<file path="src/rtl/rf_wb_arbiter.sv">
// Write-back arbiter for the register file's single write port, with a
// pending-write scoreboard that issue logic uses to detect RAW hazards.
module rf_wb_arbiter #(
  parameter int NREQ   = 3,
  parameter int DATA_W = 32,
  parameter int ADDR_W = 5,
  localparam int ID_W  = $clog2(NREQ),
  localparam int NREG  = 1 << ADDR_W
) (
  input  logic                     clk,
  input  logic                     rst_n,
  input  logic [NREQ-1:0]          req_valid,
  output logic [NREQ-1:0]          req_ready,
  input  logic [NREQ*ADDR_W-1:0]   req_addr,
  input  logic [NREQ*DATA_W-1:0]   req_data,
  input  logic                     sb_set,
  input  logic [ADDR_W-1:0]        sb_set_addr,
  output logic                     rf_we,
  output logic [ADDR_W-1:0]        rf_waddr,
  output logic [DATA_W-1:0]        rf_wdata,
  output logic [NREG-1:0]          sb_pending,
  output logic [ID_W-1:0]          grant_id
);

  logic [ID_W-1:0]   ptr;
  logic [ID_W-1:0]   win_idx;
  logic [NREQ-1:0]   grant;
  logic              xfer;
  logic [ADDR_W-1:0] win_addr;
  logic [DATA_W-1:0] win_data;
  logic [NREG-1:0]   sb_next;

  // Round-robin scan starting at ptr; the index wraps at NREQ, not at 2**ID_W.
  always_comb begin : arb
    int idx;
    // NOTE: every variable gets a default before any conditional assignment,
    // otherwise synthesis infers a latch to hold the old value.
    idx     = 0;
    grant   = '0;
    win_idx = '0;
    xfer    = 1'b0;
    for (int k = 0; k < NREQ; k++) begin
      idx = int'(ptr) + k;
      if (idx >= NREQ) idx = idx - NREQ;
      if (!xfer && req_valid[idx]) begin
        xfer       = 1'b1;
        win_idx    = ID_W'(idx);
        grant[idx] = 1'b1;
      end
    end
  end

  assign req_ready = grant;
  assign win_addr  = req_addr[int'(win_idx)*ADDR_W +: ADDR_W];
  assign win_data  = req_data[int'(win_idx)*DATA_W +: DATA_W];

  // Clear is applied before set so a same-cycle reissue keeps the bit pending.
  always_comb begin
    sb_next = sb_pending;
    if (xfer) sb_next[win_addr] = 1'b0;
    if (sb_set && (sb_set_addr != '0)) sb_next[sb_set_addr] = 1'b1;
    sb_next[0] = 1'b0;
  end

  // NOTE: sequential state uses non-blocking assignments so every register
  // samples pre-edge values regardless of statement order.
  always_ff @(posedge clk or negedge rst_n) begin
    if (!rst_n) begin
      ptr        <= '0;
      rf_we      <= 1'b0;
      rf_waddr   <= '0;
      rf_wdata   <= '0;
      grant_id   <= '0;
      sb_pending <= '0;
    end else begin
      sb_pending <= sb_next;
      if (xfer) begin
        ptr      <= (win_idx == ID_W'(NREQ - 1)) ? '0 : win_idx + ID_W'(1);
        rf_we    <= (win_addr != '0);
        rf_waddr <= win_addr;
        rf_wdata <= win_data;
        grant_id <= win_idx;
      end else begin
        rf_we <= 1'b0;
      end
    end
  end

endmodule
</file>
<file path="config.mk">
export PLATFORM = sky130hd
export DESIGN_NAME = rf_wb_arbiter
export DESIGN_NICKNAME = d
export VERILOG_FILES = /design/src/rtl/rf_wb_arbiter.sv
export SDC_FILE = /design/constraint.sdc
export NUM_CORES = 1
export LEC_CHECK = 0
export CAP_MARGIN = 10
export CORE_MARGIN = 2
export CORE_UTILIZATION = 46
export DETAILED_ROUTE_END_ITERATION = 10
export PLACE_DENSITY_LB_ADDON = 0.3
export SLEW_MARGIN = 40
export SYNTH_ARGS = -nofsm -noshare
export SYNTH_HDL_FRONTEND = slang
export SYNTH_SLANG_ARGS = --single-unit
export TNS_END_PERCENT = 20
</file>
<file path="constraint.sdc">
create_clock -name clk -period 6 [get_ports clk]
set_input_delay 0.6 -clock clk [delete_from_list [all_inputs] [get_ports clk]]
set_output_delay 0.6 -clock clk [all_outputs]
set_load 0.02 [all_outputs]
</file>
==> out/metrics.csv <==
stage,metric,value,unit
cells_and_area,Non-Filler Instances,795,
placement,placed insts,779,
sta,Tcrit/Tclk final,62.4,%
sta,post-route setup TNS,0,ps
sta,min cycle time layout,3740,ps
floorplan,num rows,35,
grt,largest net degree at the start of global routing,74,
sta,Worst-Margin Slew,766,ps
synth,most frequent cell after synthesis,nor2_1,
grt,initial antenna violation count,0,
cells_and_area,layout cells sized above 1,7.02,%
synth,post-synth top area cell,dfrtp_1,
synth,"EDFF count, synth",0,
floorplan,io pins,197,
sta,Achievable Freq,267,MHz
routing,Post-Route WL,14300,um
placement,routability cong.,0.922,
synth,"Async S/R FF share, synth",100,%
cells_and_area,Area Growth Syn to Fin,51.0,%
synth,Mapped Cells,502,
clock_network,# clock sinks,73,
synth,ys flop type,dfrtp_1,
synth,syn nets,628,
worst_setup_path,Setup crit end kind,primary output,
synth,Mean Syn Cell Area,8.65,sq um
routing,WL/cell,18.0,um
worst_setup_path,R2R setup slack,2590,ps
grt,vias in the first global route,4500,
synth,Yosys cell types,57,
clock_network,clk root buf,clkbuf_8,
synth,area share of the largest cell type after synthesis,42.1,%
routing,vias per cell,5.86,
floorplan,Core Box Area,0.00920,sq mm
grt,All-Layer GR Usage,27.3,%
floorplan,Die H,101,um
clock_network,Post-CTS Setup Bufs,0,
synth,synthesis-stage register bit count,73,
power,Leakage,2.83,nW
synth,Ys Warns,0,
floorplan,initial core utilization,47.2,%
worst_hold_path,Worst Hold Class,input pin to asynchronous set/reset pin,
grt,first-pass GRT wire length,22200,um
synth,Netlist Area Pre-Place,0.00434,sq mm
placement,PortBufs,195,
clock_network,"CTS clk-pin slew, worst paths",90,ps
worst_setup_path,Worst R2R Path Depth,9,
sta,# setup viols final,0,
routing,DRT antenna net count,0,
sta,worst-case hold slack,251,ps
run_status,status,finished clean,
job,Max Cap Violations,0,
routing,Pre-antenna DRT Iters,4,
cells_and_area,n_diodes,0,
clock_network,CTS Buffer Depth,2,
power,Cell Pwr Density,650,mW/mm^2
sta,Rel. slew slack,49.0,%
sta,Final Hold Viols,0,
synth,Synth area leaders,"dfrtp_1, nor2_1, nand2_1, a311oi_1, a21o_1",
cells_and_area,Finished Core Util,71.3,%
worst_setup_path,critical path arrival,3140,ps
clock_network,cts bufs inserted,9,
clock_network,H-tree depth,3,
sta,RSZ-0062 raised after global routing,no,
routing,DRT iter0 DRCs,197,
worst_setup_path,Crit. Startpoint,req_valid[2],
sta,Slew Limit Fails,0,
floorplan,die extent in x,101,um
placement,dpl hpwl,10400,um
worst_setup_path,reg2reg start,ptr[0],
worst_setup_path,critical path startpoint category,input pin,
clock_network,Post-CTS Resized,0,
worst_setup_path,critical path class,input pin to primary output,
grt,grt ovf,0,
worst_setup_path,R2R Path End,sb_pending[17],
power,peak supply drop,0.000381,V
sta,Clock Skews,14.1,ps
synth,sequential share of the synthesized area,42.1,%
routing,Vias,4657,
cells_and_area,NumNets Final,805,
synth,"top cells by count, synth","nor2_1, nand2_1, dfrtp_1, a21o_1, a311oi_1",
routing,DRC,0,
floorplan,Die Area,0.0102,sq mm
worst_setup_path,CP Max Fanout,5,
worst_setup_path,CP endpoint,req_ready[1],
worst_setup_path,critical path required time,5400,ps
clock_network,worst-skew pair later-pin latency,340,ps
clock_network,"Hold-fix buffers, CTS",0,
clock_network,CTS tree,built,
[metrics by stage]
| stage | setup slack [ps] | power (mW) | area, sq um |
|---|---|---|---|
| final | 2260 | 4.26 | 6560 |
| after global routing | 2140 | 4.55 | 6560 |
| after CTS | 2270 | 4.27 | 6560 |
| after detailed placement | 2330 | 3.79 | 6310 |
| after global placement | 2410 | 3.71 | 6310 |
| after floorplan | 3420 | 2.82 | 4340 |
[how the worst min path moves through the flow]
stage | startpoint | end | slack (ps) | depth (start not counted)
after floorplan | rst_n | grant_id[0] | 300 | 0
after global placement | rf_wdata[22] | rf_wdata[22] | 460 | 1
after detailed placement | rf_wdata[14] | rf_wdata[14] | 460 | 1
after CTS | rst_n | sb_pending[5] | 290 | 1
after global routing | rst_n | sb_pending[7] | 310 | 1
final | rst_n | sb_pending[6] | 250 | 1
[cell usage in the layout (no fill, tap or decap), types with 3 or more instances in the layout]
cell type        synthesis  routed
buf_4                    2       4
nor3_2                   7       7
ha_1                     4       4
inv_1                   13      13
mux2i_1                  6       6
dfrtp_1                 73      73
o21a_1                   3       3
nand2_1                 75      75
o21ai_0                  8       8
a31oi_1                 20      20
clkbuf_8                 0       9
and2_1                   4       4
nand3b_1                 5       5
nand2b_1                 4       4
bufinv_16                0       3
o221ai_1                 6       6
clkdlybuf4s50_1          0     194
nor3_1                   5       5
or3b_2                   3       3
a21oi_1                  8       8
a21o_1                  33      33
nand4_1                  3       3
mux2_2                   7       7
nor2b_1                  5       5
a311oi_1                31      31
nor2_1                 108     107
[registers in the layout, summed over array words and instances (netlist names)]
name,count
grant_id,2
ptr,2
rf_wdata,32
rf_waddr,5
sb_pending,31
rf_we,1
[area by class of cell]
type                            instances  area [sq um]
Tap cell                              111           139
Fill cell                             717          2640
Sequential cell                        73          1830
Clock inverter                          6           115
Multi-Input combinational cell        383          2320
Timing Repair Buffer                  199          1980
Inverter                               13          48.8
Clock buffer                           10           128
[cell families (layout without fill, tap and decap cells)]
kind of cell	count (synthesis)	in the layout	synth area share, %
simple gates	232	232	24.3
compound gates	133	133	24.2
flops	73	73	42.1
buf+inv	46	228	5.01
mux	13	13	3.20
fa+ha+maj	4	4	1.15
other cells	1	1	0.0863
[metal layers]
layer	vias up	track usage, %	wire length (um)	part of all wire, %
li1	2156	-	-	-
met2	256	46.6	7000	49
met5	-	0	0	0
met1	2207	34.1	5650	39
met3	38	4.90	1270	8.8
met4	0	11.5	421	2.9
[power breakdown]
group / leakage, nW / internal, mW / total [mW] / switching, mW
logic: 1.85 / 1.23 / 2.90 / 1.67
registers: 0.869 / 0.750 / 0.890 / 0.140
clock network: 0.117 / 0.279 / 0.469 / 0.190
total: 2.83 / 2.26 / 4.26 / 2.00
[worst max-delay path, stage by stage]
cell and delay (ps):
clkdlybuf4s50_1 640, and3b_1 350, a21oi_1 100, nor2_1 140, a2bb2oi_1 100, nand2b_1 160
a221o_1 380, inv_1 80, clkdlybuf4s50_1 600
No activity file was read; power rests on OpenSTA's default activity.
